[config.mk]
export PLATFORM = sky130hd
export DESIGN_NAME = nibble_serial_adder_ctrl_flat
export DESIGN_NICKNAME = d
export VERILOG_FILES = /design/src/rtl/nibble_serial_adder_ctrl_pkg.sv /design/src/rtl/nibble_serial_adder_ctrl_if.sv /design/src/rtl/nibble_serial_adder_ctrl_add4_slice.sv /design/src/rtl/nibble_serial_adder_ctrl.sv /design/src/flat_wrapper.sv
export SDC_FILE = /design/constraint.sdc
export NUM_CORES = 1
export LEC_CHECK = 0
export BUFFER_PORTS_ARGS = -buffer_cell sky130_fd_sc_hd__buf_2
export CAP_MARGIN = 20
export CORE_UTILIZATION = 56
export CTS_BUF_LIST = sky130_fd_sc_hd__clkbuf_4 sky130_fd_sc_hd__clkbuf_8
export DETAILED_ROUTE_END_ITERATION = 16
export GPL_TIMING_DRIVEN = 0
export PLACE_DENSITY = 0.92
export SLEW_MARGIN = 20
export SYNTH_ARGS = -nofsm -noshare
export SYNTH_HDL_FRONTEND = slang
export SYNTH_SLANG_ARGS = --single-unit
[constraint.sdc]
create_clock -name clk -period 3.3 [get_ports clk]
set_input_delay 0.33 -clock clk [delete_from_list [all_inputs] [get_ports clk]]
set_output_delay 0.33 -clock clk [all_outputs]
set_load 0.02 [all_outputs]
[src/rtl/nibble_serial_adder_ctrl_pkg.sv]
// Shared types and constants for the nibble-serial adder.
package nibble_adder_pkg;

    localparam int NIBBLE_W = 4;

    typedef enum logic [1:0] {
        IDLE = 2'd0,
        RUN  = 2'd1,
        DONE = 2'd2
    } state_t;

endpackage

[src/rtl/nibble_serial_adder_ctrl_if.sv]
// Producer/consumer handshake bundle for nibble_serial_adder_ctrl.
// Optional macro NIBBLE_SERIAL_SUB_EN adds the op_sub request bit.
interface nibble_serial_adder_ctrl_if #(
    parameter int WIDTH = 16
);
    logic             in_valid;
    logic             in_ready;
    logic [WIDTH-1:0] a;
    logic [WIDTH-1:0] b;
    logic             cin;
    logic             out_valid;
    logic             out_ready;
    logic [WIDTH-1:0] sum;
    logic             cout;
    logic             busy;
`ifdef NIBBLE_SERIAL_SUB_EN
    logic             op_sub;

    modport master (
        output in_valid, a, b, cin, op_sub, out_ready,
        input  in_ready, out_valid, sum, cout, busy
    );
    modport slave (
        input  in_valid, a, b, cin, op_sub, out_ready,
        output in_ready, out_valid, sum, cout, busy
    );
`else
    modport master (
        output in_valid, a, b, cin, out_ready,
        input  in_ready, out_valid, sum, cout, busy
    );
    modport slave (
        input  in_valid, a, b, cin, out_ready,
        output in_ready, out_valid, sum, cout, busy
    );
`endif
endinterface

[src/rtl/nibble_serial_adder_ctrl_add4_slice.sv]
// Combinational 4-bit ripple-carry adder slice, shared across all nibble passes.
module add4_slice
    import nibble_adder_pkg::*;
(
    input  logic [NIBBLE_W-1:0] a,
    input  logic [NIBBLE_W-1:0] b,
    input  logic                cin,
    output logic [NIBBLE_W-1:0] sum,
    output logic                cout
);
    logic [NIBBLE_W:0] c;

    // Bitwise ripple: each stage consumes the carry of the one below.
    always_comb begin
        c    = '0;
        sum  = '0;
        c[0] = cin;
        for (int i = 0; i < NIBBLE_W; i++) begin
            sum[i]   = a[i] ^ b[i] ^ c[i];
            c[i + 1] = (a[i] & b[i]) | (c[i] & (a[i] ^ b[i]));
        end
    end

    assign cout = c[NIBBLE_W];

endmodule

[src/rtl/nibble_serial_adder_ctrl.sv]
// Nibble-serial adder sequencer: one shared 4-bit slice, LSB nibble first,
// carry kept in a register between passes.
// Optional macro NIBBLE_SERIAL_SUB_EN adds subtraction (a - b) via op_sub.
//
// state | meaning
// IDLE  | in_ready high, waiting for an operand set
// RUN   | one nibble per cycle through the slice
// DONE  | result presented, waiting for out_ready
module nibble_serial_adder_ctrl
    import nibble_adder_pkg::*;
#(
    parameter int WIDTH = 16
) (
    input logic                        clk,
    input logic                        rst_n,
    nibble_serial_adder_ctrl_if.slave  bus
);
    localparam int NIBBLES = WIDTH / NIBBLE_W;
    localparam int IDX_W   = (NIBBLES > 1) ? $clog2(NIBBLES) : 1;
    localparam logic [IDX_W-1:0] LAST_IDX = IDX_W'(NIBBLES - 1);

    state_t               state_q;
    state_t               state_d;
    logic [WIDTH-1:0]     a_q;
    logic [WIDTH-1:0]     b_q;
    logic [WIDTH-1:0]     sum_q;
    logic                 carry_q;
    logic                 cout_q;
    logic [IDX_W-1:0]     idx_q;
    logic [NIBBLE_W-1:0]  a_nib;
    logic [NIBBLE_W-1:0]  b_nib;
    logic [NIBBLE_W-1:0]  slice_sum;
    logic                 slice_cout;
    logic                 accept;
    logic                 last_nib;
`ifdef NIBBLE_SERIAL_SUB_EN
    logic                 sub_q;
`endif

    assign accept   = (state_q == IDLE) && bus.in_valid;
    assign last_nib = (idx_q == LAST_IDX);
    assign a_nib    = a_q[idx_q * NIBBLE_W +: NIBBLE_W];
`ifdef NIBBLE_SERIAL_SUB_EN
    // Subtraction is a + ~b + 1; the +1 comes from the preset carry.
    assign b_nib    = sub_q ? ~b_q[idx_q * NIBBLE_W +: NIBBLE_W]
                            :  b_q[idx_q * NIBBLE_W +: NIBBLE_W];
`else
    assign b_nib    = b_q[idx_q * NIBBLE_W +: NIBBLE_W];
`endif

    add4_slice u_slice (
        .a    (a_nib),
        .b    (b_nib),
        .cin  (carry_q),
        .sum  (slice_sum),
        .cout (slice_cout)
    );

    // State register.
    always_ff @(posedge clk or negedge rst_n) begin
        if (!rst_n) state_q <= IDLE;
        else        state_q <= state_d;
    end

    // Next-state logic.
    always_comb begin
        state_d = state_q;
        case (state_q)
            IDLE:    if (bus.in_valid)  state_d = RUN;
            RUN:     if (last_nib)      state_d = DONE;
            DONE:    if (bus.out_ready) state_d = IDLE;
            default:                    state_d = IDLE;
        endcase
    end

    // Handshake and status outputs decoded from the state.
    always_comb begin
        bus.in_ready  = (state_q == IDLE);
        bus.out_valid = (state_q == DONE);
        bus.busy      = (state_q == RUN) || (state_q == DONE);
        bus.sum       = sum_q;
        bus.cout      = cout_q;
    end

    // Operand capture on accept, then one nibble written per RUN cycle.
    always_ff @(posedge clk or negedge rst_n) begin
        if (!rst_n) begin
            a_q     <= '0;
            b_q     <= '0;
            sum_q   <= '0;
            carry_q <= 1'b0;
            cout_q  <= 1'b0;
            idx_q   <= '0;
`ifdef NIBBLE_SERIAL_SUB_EN
            sub_q   <= 1'b0;
`endif
        end else if (accept) begin
            a_q     <= bus.a;
            b_q     <= bus.b;
            idx_q   <= '0;
`ifdef NIBBLE_SERIAL_SUB_EN
            sub_q   <= bus.op_sub;
            carry_q <= bus.op_sub ? 1'b1 : bus.cin;
`else
            carry_q <= bus.cin;
`endif
        end else if (state_q == RUN) begin
            sum_q[idx_q * NIBBLE_W +: NIBBLE_W] <= slice_sum;
            carry_q <= slice_cout;
            if (last_nib) cout_q <= slice_cout;
            else          idx_q  <= idx_q + 1'b1;
        end
    end

endmodule

[src/flat_wrapper.sv]
// flat-port wrapper written by rule: the top's interface ports become plain ports
module nibble_serial_adder_ctrl_flat import nibble_adder_pkg::*;
#(
    parameter int WIDTH = 16
)
  (clk, rst_n, bus_in_valid, bus_a, bus_b, bus_cin, bus_out_ready, bus_in_ready, bus_out_valid, bus_sum, bus_cout, bus_busy);
  nibble_serial_adder_ctrl_if #(.WIDTH(WIDTH)) bus_i ();
  input logic clk;
  input logic rst_n;
  input wire logic [$bits(bus_i.in_valid)-1:0] bus_in_valid;
  input wire logic [$bits(bus_i.a)-1:0] bus_a;
  input wire logic [$bits(bus_i.b)-1:0] bus_b;
  input wire logic [$bits(bus_i.cin)-1:0] bus_cin;
  input wire logic [$bits(bus_i.out_ready)-1:0] bus_out_ready;
  output wire logic [$bits(bus_i.in_ready)-1:0] bus_in_ready;
  output wire logic [$bits(bus_i.out_valid)-1:0] bus_out_valid;
  output wire logic [$bits(bus_i.sum)-1:0] bus_sum;
  output wire logic [$bits(bus_i.cout)-1:0] bus_cout;
  output wire logic [$bits(bus_i.busy)-1:0] bus_busy;
  assign bus_i.in_valid = bus_in_valid;
  assign bus_i.a = bus_a;
  assign bus_i.b = bus_b;
  assign bus_i.cin = bus_cin;
  assign bus_i.out_ready = bus_out_ready;
  assign bus_in_ready = bus_i.in_ready;
  assign bus_out_valid = bus_i.out_valid;
  assign bus_sum = bus_i.sum;
  assign bus_cout = bus_i.cout;
  assign bus_busy = bus_i.busy;
  nibble_serial_adder_ctrl #(.WIDTH(WIDTH)) u_core (.clk(clk), .rst_n(rst_n), .bus(bus_i));
endmodule
# After elaboration in Yosys (flattened, before gate mapping)
# Cells that the tools add are included.
# classes
reduce_logical	8
shifts	4
n_addsub	2
n_eq_ne	7
mux	10
n_bitwise	21
# op_table
cell	count
negator 4 -> 34 bit	1
variable shift 4 x 34 -> 16 bit, first input constant	1
indexed part select 4 x 34 -> 16 bit	1
indexed part select 16 x 5 -> 4 bit	2
bitwise mux 16 bit	1
two-way mux 2 bit	6
AND 1 bit	8
XOR 1 bit	8
one-hot mux 2 bit (3 select lines)	1
AND reduction 3 bit	2
equality test 2 bit, second input constant	2
!= test 2 x 1 -> 1 bit, second input constant	2
!= test 2 bit, second input constant	2
bitwise OR 1 bit	4
AND reduction 2 bit	2
adder 2 x 1 -> 2 bit, second input constant	1
equality test 2 x 1 -> 1 bit, second input constant	1
logical NOT 2 bit	1
two-way mux 1 bit	2
nonzero test 2 bit	1
logical AND 1 bit	1
logical OR 1 bit	1
inverter 1 bit	1
# totals
ff_bits	54
inputBits	37
output_inout_bits	20
word_cells	59

# Logic depth before layout (Yosys ltp)
# Gate-level depths: netlist (run 1).
# depth
depth_word	12
mapped_depth	10
depth_no_buf	9

# Hierarchy
# Synthesis (run 1) repeated with hierarchy kept, for this count alone.
# unflattened
hier_cells	181
hier_area_um2	2590.0
# by_module_without_submodules
mod	cells_each	seq_area_each_um2	area_per_inst_um2	n_inst
nibble_serial_adder_ctrl	167	1351.3	2472.4	1
add4_slice	14	0.0	117.6	1

# Least setup slack after synthesis (run 1)
# OpenSTA, ideal clock, no wires.
# synth_timing
path_kind	flip-flop to flip-flop
start	register u_core.idx_q[0]
end	register u_core.sum_q[11] (netlist: u_core.bus.sum[11])
synth_period_minus_slack_ps	2687
n_path_buf	1
slack_ps	613
t_arrival_ps	2566
required_time_ps	3179
path_stages_with_launch	10
setup_ps	121
path_cell_list	dfrtp_1 -> buf_6 -> mux4_1 -> inv_1 -> fa_1 -> fa_1 -> inv_1 -> fa_1 -> fa_1 -> a22o_1
# synth_between
elab_chain_cells	11
word_cells_on_any_way	23
classes_between	add/sub: 1; shift: 4; mux: 1; bitwise: 17
# synth_rtl
element	line	source
start: declaration	nibble_serial_adder_ctrl.sv:29	logic [IDX_W-1:0] idx_q;
start signal: assignment	nibble_serial_adder_ctrl.sv:111	else idx_q <= idx_q + 1'b1;
indexed part select 16 x 5 -> 4 bit (on tied branches)	nibble_serial_adder_ctrl.sv:42, nibble_serial_adder_ctrl.sv:48	
XOR 1 bit	nibble_serial_adder_ctrl_add4_slice.sv:19, nibble_serial_adder_ctrl_add4_slice.sv:20	
AND 1 bit	nibble_serial_adder_ctrl_add4_slice.sv:20	c[i + 1] = (a[i] & b[i]) | (c[i] & (a[i] ^ b[i]));
bitwise OR 1 bit	nibble_serial_adder_ctrl_add4_slice.sv:20	
AND 1 bit	nibble_serial_adder_ctrl_add4_slice.sv:20	
bitwise OR 1 bit	nibble_serial_adder_ctrl_add4_slice.sv:20	
AND 1 bit	nibble_serial_adder_ctrl_add4_slice.sv:20	
bitwise OR 1 bit	nibble_serial_adder_ctrl_add4_slice.sv:20	
XOR 1 bit	nibble_serial_adder_ctrl_add4_slice.sv:19	sum[i] = a[i] ^ b[i] ^ c[i];
indexed part select 4 x 34 -> 16 bit	nibble_serial_adder_ctrl.sv:108	sum_q[idx_q * NIBBLE_W +: NIBBLE_W] <= slice_sum;
bitwise mux 16 bit (*)	nibble_serial_adder_ctrl.sv:108	
end signal: indexed assignment	nibble_serial_adder_ctrl.sv:108	
end: declaration	nibble_serial_adder_ctrl.sv:26	logic [WIDTH-1:0] sum_q;
# Mark *: on every way between the ends. The rest lies on a longest branch, timed or not.
# A chain may end at the register's enable or synchronous reset.

# Worst setup path in the final report (run 1)
# layout_timing
start	register u_core.idx_q[0]
end	register u_core.sum_q[3] (netlist: u_core.bus.sum[3])
# The elaborated chain is that of the path after synthesis.

==> run_results.csv, run 1 <==
group,metric,value,unit
cells_and_area,nNetsFinal,296,
grt,grt_pass1_vias,1760,
routing,via_per_inst,5.65,
critical_path,crit_path_frequent_cell,"fa_1",
placement,io_buffers,56,
sta,rsz0062_at_grt,"no",
sta,setup_tns,0,ns
cells_and_area,stdcell_area,0.00302,sq mm
cells_and_area,layout-drive-gt1-share,45.7,%
sta,finalClockSkew,0.00969,ns
power,p_leak,1.46,nW
critical_path,r2r_setup_slack,0.32,ns
synth,syn_inst,183,
cells_and_area,mostFrequentLayoutCell,"buf_2",
sta,min_period,2.98,ns
floorplanning,start_util,58.8,%
sta,worst_slack,0.324,ns
grt,use_met3,6.20,%
critical_path,required,3.53,ns
critical_path,cpPeakStageDelay,0.59,ns
routing,vias,1688,
grt,grt_use_met1,26.4,%
hold_path,min_path_type,"input port to asynchronous set/reset pin",
synth,syn_nets,233,
clocking,clk_pin_slew,0.10,ns
sta,worst_pin_slew,0.658,ns
cells_and_area,fillers,308,
cells_and_area,final_cell_mix,"buf_2 (57), dfrtp_1 (54), mux2_2 (33)",
clocking,cts_tree,"built",
routing,antenna_left,0,
clocking,cts_buffers,5,
clocking,root_buffer,"clkbuf_8",
sta,report.final.slew_viol_count,0,
clocking,postCtsHoldBufs,0,
cells_and_area,diodes,0,
routing,drc_errors,0,
placement,place_area,0.00293,sq mm
critical_path,path_cells,"buf_6 > mux4_1 > inv_1 > fa_1 > fa_1 > inv_1 > fa_1 > fa_1 > nand2_1 > o21ai_0",
critical_path,cp-end-kind,"flop",
placement,hpwl,3490,microns
critical_path,crit_path_top_delay_cell,"fa_1",
grt,grt_antenna_before_repair,0,
floorplanning,core,0.00438,sq mm
clocking,clk_latency,0.30,ns
routing,drt_iter0_drc,118,
floorplanning,rows,24,
critical_path,r2r_start,"u_core.idx_q[0]$_DFFE_PN0P_",
sta,holdWs,0.0572,ns
floorplanning,ios,57,
routing,first_pass_iters,5,
synth,synth_cell_types,27,
placement,gp_congestion,0.778,
sta,finalCritPeriodShare,90.2,%
critical_path,reg2regPathDepth,10,
cells_and_area,multiInputGateArea,0.00111,sq mm
critical_path,critPathMaxFanout,6,
grt,busiest_layer,"met2",
job,max_cap_violations,0,
clocking,post-cts-setup-buffers,0,
critical_path,criticalPathCategory,"flop to flop",
synth,ys_seq_area_share,52.4,%
synth,yosys_warnings,0,
sta,fmax,336,MHz
routing,wl_per_cell,15.4,microns
critical_path,r2r-end,"u_core.bus.sum[3]$_DFFE_PN0P_",
synth,ys_ff_latch,54,
synth,syn-cell-area,0.00258,sq mm
cells_and_area,areaGrowthSynthToFinish,17.0,%
critical_path,startpoint_type,"flop",
floorplanning,die_x,69.9,microns
grt,track_usage,21.5,%
grt,grt_max_degree,55,
power,power.density,1050,mW/mm^2
grt,gr-total-overflow,0,
clocking,h-tree-depth,2,
sta,slew_headroom,56.1,%
sta,hold_viol_final,0,
sta,setup_viol,0,
routing,routed_wl,4620,microns
critical_path,cp.arrival,3.21,ns
placement,place_ws,0.328,ns
floorplanning,die_h,69.9,microns
floorplanning,die_area,0.00488,sq mm
clocking,cts.repair.resized,0,
cells_and_area,area.sequential,0.00135,sq mm
cells_and_area,fin_util,68.8,%
clocking,cts_max_path_buffers,2,
clocking,clock-sinks,54,
power,ir_drop,0.000527,V
grt,grt_use_met2,37.1,%
synth,syn-mean-instance-area,14.1,sq um
grt,grt_pass1_wl,8020,microns
run_status,status,"completed",
kinds of logic (layout without fill, tap and decap cells):
group                      Yosys count  in the layout  share of synthesized area (%)
muxes                               43             43                           22.6
and+or+nand+nor                     33             33                           7.13
DFF                                 54             54                           52.4
buffers and inverters               18             82                           4.51
xor gates and xnor gates             1              1                          0.340
adders and majority gates           13             13                           7.47
AOI/OAI and AO/OA                   21             21                           5.53
power breakdown:
| part | switching, mW | internal (mW) |
|---|---|---|
| registers | 0.153 | 0.960 |
| logic | 0.878 | 0.805 |
| clock network | 0.205 | 0.158 |
| total | 1.24 | 1.92 |
sequential cells by signal (all words and copies together), names as in the netlist:
register         count
u_core.bus.cout      1
u_core.a_q          16
u_core.b_q          16
u_core.bus.sum      16
u_core.carry_q       1
u_core.state_q       2
u_core.idx_q         2
stage by stage:
step | cells | power, mW
finish | 299 | 3.16
global route | 299 | 3.39
CTS | 299 | 3.18
detailed placement | 291 | 2.82
global placement | 291 | 2.76
floorplan | 183 | 2.35
per-layer routing:
metal	vias to the layer above	share of wire [%]
li1	783	-
met1	845	41
met2	54	52
met3	6	5.4
met4	0	1.1
met5	-	0
worst max-delay path: cells and delay by family (launching register included):
| family | cells | cell delay, ns |
|---|---|---|
| mux | 1 | 0.58 |
| fa+ha+maj | 4 | 1.33 |
| simple gates | 1 | 0.08 |
| buf+inv | 3 | 0.34 |
| flops | 1 | 0.44 |
| compound gates | 1 | 0.14 |
synthesized netlist by cell type (all sizes together):
master  count  area (sq um)
and2b       2          20.0
inv        11          41.3
xnor2       1          8.76
fa          4          80.1
nor2        1          3.75
buf         7          75.1
mux4        8           191
nor2b       2          12.5
and4        3          26.3
nand3       1          5.00
ha          9           113
o32a        2          20.0
mux2i       2          20.0
nor3b       3          27.5
nand2      18          70.1
a22o        6          52.6
a21oi       3          15.0
dfrtp      54          1350
nand4       3          18.8
o31ai       2          15.0
mux2       33           372
o21ai       8          40.0
how the worst max path moves through the flow:
stage / start / cells after the start / to / slack (ns)
after floorplan: u_core.idx_q[0]$_DFFE_PN0P_ / 9 / u_core.bus.sum[11]$_DFFE_PN0P_ / 0.61
after global placement: u_core.idx_q[0]$_DFFE_PN0P_ / 10 / u_core.bus.sum[3]$_DFFE_PN0P_ / 0.43
after detailed placement: u_core.idx_q[0]$_DFFE_PN0P_ / 10 / u_core.bus.sum[3]$_DFFE_PN0P_ / 0.33
after CTS: u_core.idx_q[0]$_DFFE_PN0P_ / 10 / u_core.bus.sum[3]$_DFFE_PN0P_ / 0.33
after global routing: u_core.idx_q[0]$_DFFE_PN0P_ / 10 / u_core.bus.sum[3]$_DFFE_PN0P_ / 0.20
final: u_core.idx_q[0]$_DFFE_PN0P_ / 10 / u_core.bus.sum[3]$_DFFE_PN0P_ / 0.32
layout make-up:
class | count | area share [%]
sequential | 54 | 44.8
multi-input combinational | 111 | 36.8
timing repair buffer | 56 | 9.37
clock buffer | 6 | 2.53
buffer | 7 | 2.49
tap | 52 | 2.16
inverter | 11 | 1.37
clock inverter | 2 | 0.456
Note: power is estimated with default switching activity, not from simulation.
==> inputs of run 2 (changes only) <==
--- a/config.mk
+++ b/config.mk
@@ -11,7 +11,7 @@
 export CTS_BUF_LIST = sky130_fd_sc_hd__clkbuf_4 sky130_fd_sc_hd__clkbuf_8
 export DETAILED_ROUTE_END_ITERATION = 16
 export GPL_TIMING_DRIVEN = 0
-export PLACE_DENSITY = 0.92
+export PLACE_DENSITY = 0.87
 export SLEW_MARGIN = 20
 export SYNTH_ARGS = -nofsm -noshare
 export SYNTH_HDL_FRONTEND = slang
==> run 2 against run 1 <==
Compared with the run above:
- total power is 1.3% higher
- clock skew is 0.0040 ns lower
- final cell count did not move
- utilization grew 0.11 points
- count of clock-buffer cells in the layout is the same
==> run_results.csv, run 2 (synthesis gave the netlist of run 1 again) <==
group,metric,value,unit
critical_path,startpoint_type,"flop",
sta,fmax,336,MHz
clocking,cts.repair.resized,0,
clocking,root_buffer,"clkbuf_8",
grt,grt_max_degree,55,
sta,report.final.slew_viol_count,0,
floorplanning,rows,24,
run_status,status,"completed",
power,finalPower,3.20,mW
placement,hpwl,3480,microns
cells_and_area,areaGrowthSynthToFinish,17.2,%
routing,drc_errors,0,
sta,hold_viol_final,0,
floorplanning,ios,57,
placement,gp_congestion,0.759,
critical_path,cpPeakStageDelay,0.59,ns
sta,slew_headroom,56.2,%
critical_path,cp.arrival,3.21,ns
clocking,clock-sinks,54,
sta,rsz0062_at_grt,"no",
critical_path,required,3.54,ns
floorplanning,core,0.00438,sq mm
grt,grt_pass1_wl,8030,microns
floorplanning,start_util,58.8,%
routing,antenna_left,0,
critical_path,critPathMaxFanout,6,
hold_path,min_path_type,"input port to asynchronous set/reset pin",
critical_path,worst-path-buf-inv,3,
power,p_sw,1.26,mW
clocking,cts_tree,"built",
power,p_int,1.94,mW
critical_path,path_cells,"buf_6 > mux4_1 > inv_1 > fa_1 > fa_1 > inv_1 > fa_1 > fa_1 > nand2_1 > o21ai_0",
clocking,post-cts-setup-buffers,0,
clocking,clk_latency,0.31,ns
floorplanning,die_h,69.9,microns
sta,worst_pin_slew,0.658,ns
grt,grt_antenna_before_repair,0,
floorplanning,die_area,0.00488,sq mm
critical_path,crit_family,"adder cells",
critical_path,criticalPathCategory,"flop to flop",
clocking,postCtsHoldBufs,0,
sta,finalCritPeriodShare,90.1,%
power,p_leak,1.46,nW
critical_path,crit_path_top_delay_cell,"fa_1",
power,p_sw_share,39.4,%
routing,wl_per_cell,15.8,microns
sta,setup_tns,0,ns
clocking,clk_pin_slew,0.09,ns
grt,grt_pass1_vias,1719,
clocking,h-tree-depth,2,
power,seqPwrFrac,35.0,%
job,max_cap_violations,0,
cells_and_area,layout-drive-gt1-share,45.7,%
sta,setup_viol,0,
routing,vias,1642,
cells_and_area,final_cell_mix,"buf_2 (57), dfrtp_1 (54), mux2_2 (33)",
routing,first_pass_iters,4,
critical_path,cp-end-kind,"flop",
floorplanning,die_x,69.9,microns
grt,gr-total-overflow,0,
clocking,cts_buffers,5,
grt,track_usage,21.8,%
sta,min_period,2.97,ns
cells_and_area,nNetsFinal,296,
critical_path,crit_path_frequent_cell,"fa_1",
routing,drt_iter0_drc,76,
routing,routed_wl,4710,microns
clocking,cts_max_path_buffers,2,
power,p_comb_share,53.1,%
power,power.density,1060,mW/mm^2
cells_and_area,diodes,0,
power,ir_drop,0.000569,V
sta,finalClockSkew,0.00574,ns
routing,via_per_inst,5.49,
cells_and_area,mostFrequentLayoutCell,"buf_2",
power,power_frac_clock,11.9,%
placement,io_buffers,56,
-- run 2: power groups by stage --
stage               sequential (mW)  clock, mW  combinational [mW]
global placement               1.11          0                1.66
detailed placement             1.13          0                1.70
floorplan                      1.16          0                1.19
CTS                            1.12      0.388                1.72
finish                         1.12      0.382                1.70
global route                   1.15      0.414                1.84
-- run 2: per-layer routing --
| layer | GRT usage, % | routed length, microns | share of wire (%) | up-vias |
|---|---|---|---|---|
| met5 | 0 | 0 | 0 | - |
| met4 | 8.67 | 82 | 1.7 | 0 |
| met3 | 5.34 | 214 | 4.5 | 8 |
| met2 | 37.1 | 2410 | 51 | 48 |
| met1 | 27.0 | 2000 | 42 | 804 |
| li1 | - | - | - | 782 |
-- run 2: cell type report --
cell class | count | area, sq um
Fill cell | 313 | 1360
Sequential cell | 54 | 1350
Multi-Input combinational cell | 111 | 1110
Timing Repair Buffer | 56 | 283
Clock buffer | 6 | 82.6
Buffer | 7 | 75.1
Tap cell | 52 | 65.1
Inverter | 11 | 41.3
Clock inverter | 2 | 12.5
-- run 2: final timing paths --
kind                                               start                            end  slack [ns]  depth (start not counted)
max                          u_core.idx_q[0]$_DFFE_PN0P_  u_core.bus.sum[3]$_DFFE_PN0P_        0.33                         10
min                                                rst_n    u_core.bus.cout$_DFFE_PN0P_        0.05                          1
max reg2reg                  u_core.idx_q[0]$_DFFE_PN0P_  u_core.bus.sum[3]$_DFFE_PN0P_        0.33                         10
min reg2reg                u_core.bus.sum[8]$_DFFE_PN0P_  u_core.bus.sum[8]$_DFFE_PN0P_        0.48                          2
max in group asynchronous                          rst_n      u_core.b_q[6]$_DFFE_PN0P_        2.82                          1
min in group clk                                bus_b[8]      u_core.b_q[8]$_DFFE_PN0P_        0.24                          2
-- run 2: per-stage QoR --
| stage | utilization (%) | hold WS, ns | instances | instance area, sq um | worst slack, ns |
|---|---|---|---|---|---|
| after floorplan | - | 0.0344 | 183 | 2580 | 0.613 |
| after global placement | 66.7 | 0.465 | 291 | 2920 | 0.441 |
| after detailed placement | 66.8 | 0.409 | 291 | 2930 | 0.346 |
| after CTS | 68.9 | 0.0693 | 299 | 3020 | 0.316 |
| after global routing | 68.9 | 0.105 | 299 | 3020 | 0.197 |
| final | 68.9 | 0.0512 | 299 | 3020 | 0.327 |
